File: config.mk
export PLATFORM = sky130hd
export DESIGN_NAME = mv_display_driver
export DESIGN_NICKNAME = d
export VERILOG_FILES = /design/src/rtl/display_pkg.sv /design/src/rtl/mv_display_driver_if.sv /design/src/rtl/mv_display_driver_bin2bcd_seq.sv /design/src/rtl/mv_display_driver.sv
export SDC_FILE = /design/constraint.sdc
export NUM_CORES = 1
export LEC_CHECK = 0
export ABC_AREA = 1
export CAP_MARGIN = 0
export CORE_UTILIZATION = 28
export DETAILED_ROUTE_END_ITERATION = 10
export HOLD_SLACK_MARGIN = 0.08
export PLACE_DENSITY = 0.49
export SETUP_SLACK_MARGIN = 0.2
export SYNTH_ARGS = -nofsm -noshare
export SYNTH_HDL_FRONTEND = slang
export SYNTH_SLANG_ARGS = --single-unit
File: constraint.sdc
create_clock -name clk -period 2.1 [get_ports clk]
set_input_delay 0.42 -clock clk [delete_from_list [all_inputs] [get_ports clk]]
set_output_delay 0.42 -clock clk [all_outputs]
set_load 0.01 [all_outputs]
File: src/rtl/display_pkg.sv
// Shared types and glyph table for the millivolt display path.
// Segment order is {g,f,e,d,c,b,a}, active-low.
package display_pkg;

    typedef logic [3:0] bcd_digit_t;

    typedef enum logic [1:0] {
        ST_IDLE,
        ST_SHIFT,
        ST_DONE
    } conv_state_t;

    localparam logic [6:0] SEG_BLANK = 7'h7F;
    localparam logic [6:0] SEG_DASH  = 7'h3F;

    function automatic logic [6:0] seg_decode(input bcd_digit_t d);
        case (d)
            4'd0:    return 7'h40;
            4'd1:    return 7'h79;
            4'd2:    return 7'h24;
            4'd3:    return 7'h30;
            4'd4:    return 7'h19;
            4'd5:    return 7'h12;
            4'd6:    return 7'h02;
            4'd7:    return 7'h78;
            4'd8:    return 7'h00;
            4'd9:    return 7'h10;
            default: return SEG_BLANK;
        endcase
    endfunction

endpackage

File: src/rtl/mv_display_driver_if.sv
// Handshake bundle between the change detector and the
// sequential binary-to-BCD converter.
interface mv_display_driver_if;
    logic        start;
    logic [15:0] bin;
    logic        busy;
    logic        done;
    logic [19:0] bcd;

    modport master (output start, bin, input busy, done, bcd);
    modport slave  (input start, bin, output busy, done, bcd);
endinterface

File: src/rtl/mv_display_driver_bin2bcd_seq.sv
// Sequential double-dabble: 16 shift cycles plus one DONE cycle.
// busy and done are registered alongside the state.
module bin2bcd_seq
    import display_pkg::*;
(
    input  logic                 clk,
    input  logic                 reset,
    mv_display_driver_if.slave   conv
);

    conv_state_t state;
    logic [15:0] sh;
    logic [19:0] acc;
    logic [3:0]  cnt;
    logic        busy_q;
    logic        done_q;

    function automatic logic [19:0] add3(input logic [19:0] a);
        logic [19:0] r;
        r = a;
        for (int i = 0; i < 5; i++) begin
            if (a[i*4 +: 4] >= 4'd5)
                r[i*4 +: 4] = a[i*4 +: 4] + 4'd3;
        end
        return r;
    endfunction

    logic [35:0] step;
    assign step = {add3(acc), sh};

    // Converter FSM: capture, shift 16 times, then flag completion.
    always_ff @(posedge clk) begin
        if (reset) begin
            state  <= ST_IDLE;
            sh     <= '0;
            acc    <= '0;
            cnt    <= '0;
            busy_q <= 1'b0;
            done_q <= 1'b0;
        end else begin
            case (state)
                ST_IDLE: begin
                    done_q <= 1'b0;
                    if (conv.start) begin
                        sh     <= conv.bin;
                        acc    <= '0;
                        cnt    <= '0;
                        busy_q <= 1'b1;
                        state  <= ST_SHIFT;
                    end
                end
                ST_SHIFT: begin
                    {acc, sh} <= {step[34:0], 1'b0};
                    cnt       <= cnt + 4'd1;
                    if (cnt == 4'd15) begin
                        done_q <= 1'b1;
                        state  <= ST_DONE;
                    end
                end
                ST_DONE: begin
                    done_q <= 1'b0;
                    busy_q <= 1'b0;
                    state  <= ST_IDLE;
                end
                default: state <= ST_IDLE;
            endcase
        end
    end

    assign conv.bcd  = acc;
    assign conv.busy = busy_q;
    assign conv.done = done_q;

endmodule

File: src/rtl/mv_display_driver.sv
// Millivolt to 4-digit multiplexed seven-segment driver.
// Digits are latched only on converter completion, so no tearing.
module mv_display_driver
    import display_pkg::*;
#(
    parameter int CLK_HZ        = 100_000_000,
    parameter int DIGIT_HZ      = 1000,
    parameter int DP_DIGIT      = 3,
    parameter int BLANK_LEADING = 1
) (
    input  logic        clk,
    input  logic        reset,
    input  logic [15:0] value,
    output logic [3:0]  an,
    output logic [6:0]  seg,
    output logic        dp,
    output logic [15:0] bcd,
    output logic        overflow,
    output logic        busy
);

    localparam int DIV = CLK_HZ / DIGIT_HZ;
    localparam logic [31:0] DIV_LAST = 32'(DIV - 1);
    // With no decimal point, blanking may reach down to the tens digit.
    localparam int BLANK_FLOOR = (DP_DIGIT > 3) ? 0 : DP_DIGIT;

    mv_display_driver_if conv ();

    bin2bcd_seq u_conv (
        .clk   (clk),
        .reset (reset),
        .conv  (conv)
    );

    logic [15:0] last_cap;
    logic [31:0] presc;
    logic [1:0]  idx;

    assign conv.start = !conv.busy && (value != last_cap);
    assign conv.bin   = value;
    assign busy       = conv.busy;

    // Change detector and atomic digit latch.
    always_ff @(posedge clk) begin
        if (reset) begin
            last_cap <= '0;
            bcd      <= '0;
            overflow <= 1'b0;
        end else begin
            if (conv.start)
                last_cap <= value;
            if (conv.done) begin
                bcd      <= conv.bcd[15:0];
                overflow <= |conv.bcd[19:16];
            end
        end
    end

    // Dwell prescaler stepping the digit index.
    always_ff @(posedge clk) begin
        if (reset) begin
            presc <= '0;
            idx   <= '0;
        end else if (presc == DIV_LAST) begin
            presc <= '0;
            idx   <= idx + 2'd1;
        end else begin
            presc <= presc + 32'd1;
        end
    end

    bcd_digit_t dig;
    logic [3:0] zero;
    logic       upper_zero;
    logic       blank;
    logic [6:0] seg_nxt;
    logic       dp_nxt;

    // Digit rendering: overflow dash, leading-zero blank, glyph.
    always_comb begin
        dig = bcd[{idx, 2'b00} +: 4];
        zero = '0;
        for (int i = 0; i < 4; i++)
            zero[i] = (bcd[i*4 +: 4] == 4'd0);
        case (idx)
            2'd3:    upper_zero = zero[3];
            2'd2:    upper_zero = &zero[3:2];
            2'd1:    upper_zero = &zero[3:1];
            default: upper_zero = 1'b0;
        endcase
        blank = (BLANK_LEADING != 0) && (int'(idx) > BLANK_FLOOR)
                && upper_zero;
        if (overflow)
            seg_nxt = SEG_DASH;
        else if (blank)
            seg_nxt = SEG_BLANK;
        else
            seg_nxt = seg_decode(dig);
        dp_nxt = !((int'(idx) == DP_DIGIT) && !overflow);
    end

    // Register anode, segments and point together from one index.
    always_ff @(posedge clk) begin
        if (reset) begin
            an  <= 4'hF;
            seg <= SEG_BLANK;
            dp  <= 1'b1;
        end else begin
            an  <= ~(4'b0001 << idx);
            seg <= seg_nxt;
            dp  <= dp_nxt;
        end
    end

endmodule

==> results.ini <==
[outcome]
outcome = finished clean

[layout]
antenna_cells = 0
syn_to_final_growth_pct = 26.36
fillers = 2224
final_nets = 955
layout-drive-gt1-share_pct = 12.39
layoutNonFillerInstCount = 1203
finalCoreUtilization_pct = 36.41

[sta]
min_period_ns = 1.812
hold_viol = 0
final.period_utilization_pct = 86.28
rsz0062_at_grt = no
worst_pin_slew_ns = 0.4461
setup_tns_ns = 0
finalMaxSlewViolations = 0
fmax_mhz = 551.9
clock_skew_ns = 0.007374
setup_viol_count_final = 0
whs_ns = 0.4536
slew_headroom_pct = 70.22

[logic_synthesis]
async_flop_share_pct = 0
synth_area_leaders = dfxtp_1, nand2_1, inv_1
synthFlopType = dfxtp_1
yosysTopAreaCell = dfxtp_1
synth_seq_area_share_pct = 40.27
synth_edf_count = 0
syn-cell-area_um2 = 6115
synth-seq-cells = 123
synth_top_area_share_pct = 40.27
yosysWarnings = 0
yosys-top-cells-count = nand2_1, dfxtp_1, inv_1
synth_most_common_cell = nand2_1
synth_cell_types = 46
syn_nets = 881
synthCells = 841
avgSynthCellArea_um2 = 7.271

[clock_tree]
clkTransAtPathRegs_ns = 0.05
clock_latency_ns = 0.41
clockRootBuffer = clkbuf_16
cts_made_buffers = 17
cts_tree = yes
clock_path_buffers = 2
htreeDepth = 4
cts_sinks = 123

[grt]
grt_pass1_wl_mm = 24.70
grt_pass1_vias = 5212
gr-total-overflow = 0
grt_max_degree = 32
grt_usage_pct = 13.92
antenna_found_initial = 0

[worst_setup_path]
crit_type = register to output pin
cp_top_family = buffers and inverters
critPathSlowestCell = clkdlybuf4s50_1
worstReg2RegStart = presc[0]
path_buf_inv = 1
worstPathCellList = clkdlybuf4s50_1
reg2reg_to = presc[27]
end_kind = output pin
cpPeakStageDelay_ns = 0.57
worstPathMaxFanout = 5
required_ns = 1.68
startpoint_type = register
r2r_cells = 10
crit_arrival_ns = 1.39
rrSetupSlack_ns = 0.35

[pwr]
p_per_area_nw_per_um2 = 781.4
p_leak_nw = 3.155
ir_worst_vdd_mv = 0.3735

[place]
gp_congestion = 0.8014
dp_cells = 1169
port_buffers = 47
post-dp-hpwl_mm = 10.38

[die]
rows = 53
boundaryPins = 48
die_h_um = 149.8
initial_core_util_pct = 28.81
die_w_um = 149.8
design.die.area_um2 = 22430
fp.coreArea_um2 = 21220

[worst_hold_path]
holdPathStages = 1
min_from = presc[0]
hold_class = register to register
hold_end = presc[0]

[route]
via_per_inst = 4.485
ant_nets = 0
wl_per_cell_um = 11.94
vias = 5396
routed_wl_mm = 14.36
drt_iter0_drc = 219
post-route-drc-count = 0
dr.pass1.iters = 4

[flow_run]
drv_cap = 0

## routing by layer
| layer | wire (um) | vias up | GRT usage, % |
|---|---|---|---|
| li1 | - | 2904 | - |
| met1 | 7146 | 2409 | 17.41 |
| met2 | 6563 | 76 | 23.17 |
| met4 | 129 | 0 | 4.545 |
| met5 | 0 | - | 0 |
| met3 | 520 | 7 | 3.567 |
## layout by cell type (no fill, tap or decap), types with 5 or more instances in the layout
cell type	instances
inv_1	99
a21oi_1	53
o21ai_2	6
o211ai_1	8
ha_1	21
nor2_1	88
xor2_1	12
nand4_1	31
clkdlybuf4s50_1	47
nand2_2	6
or2_2	5
dfxtp_1	121
clkbuf_1	5
clkbuf_16	17
nor3_1	13
buf_4	32
o21ai_0	71
nand2_1	173
nand3_1	51
nor2_4	5
## cell type report
class	count	area, um^2	share of cell area (%)
Multi-Input combinational cell	586	3120	40.39
Sequential cell	123	2465	31.90
Timing Repair Buffer	83	790.8	10.23
Clock buffer	26	499.2	6.462
Inverter	104	397.9	5.150
Tap cell	275	344.1	4.453
Clock inverter	6	108.9	1.409
## worst max path at each step
stage                         start             to  slack, ns  cells after the start
final                      overflow       overflow       0.29                      1
after global routing       presc[0]      presc[27]       0.20                     10
after CTS                  presc[0]      presc[25]       0.20                     10
after detailed placement  value[14]   u_conv.sh[3]      -0.14                     12
after global placement    value[14]  u_conv.sh[11]      -0.10                     12
after floorplan              idx[0]         seg[6]       0.35                     11
## registers in the layout (all words and copies together) (netlist names)
signal,count
an,4
bcd,16
dp,1
idx,2
last_cap,16
overflow,1
presc,32
seg,7
u_conv.cnt,4
u_conv.conv.bcd,20
u_conv.conv.busy,1
u_conv.conv.done,1
u_conv.sh,16
u_conv.state,2
## stage by stage
| stage | power (W) | setup WS [ns] | cell area [um^2] |
|---|---|---|---|
| after floorplan | 0.002850 | 0.3549 | 6115 |
| after global placement | 0.003074 | -0.1033 | 7083 |
| after detailed placement | 0.003072 | -0.1394 | 7083 |
| after CTS | 0.006123 | 0.2050 | 7691 |
| after global routing | 0.006312 | 0.2010 | 7726 |
| final | 0.006038 | 0.2882 | 7726 |
## worst reg2reg max path, cell delays in order, from the launching register on
cell	delay (ns)
dfxtp_1	0.35
ha_2	0.23
nand2_2	0.08
nor2_4	0.14
inv_1	0.07
nor2_2	0.12
nand2_2	0.10
nor2_4	0.15
nor2_4	0.06
buf_4	0.16
and3_1	0.18
## where the power goes
group | switching, W | internal [W]
Combinational | 0.000322 | 0.000221
Sequential | 0.0000515 | 0.00243
Clock | 0.00103 | 0.00199
## repair_timing
item                       4_1_cts  5_1_grt
hold endpoints to repair         0        0
hold buffers                     0        0
resized for setup                0       10
setup endpoints to repair        0       49
buffers inserted                 0        2
## cells by family after synthesis
group	after synthesis	synth area share (%)
AOI/OAI and AO/OA	154	14.18
and+or+nand+nor	394	29.85
DFF	123	40.27
buffers and inverters	132	8.901
adders and majority gates	22	4.502
xor gates and xnor gates	16	2.292
Power figures use the tool's default switching activity.
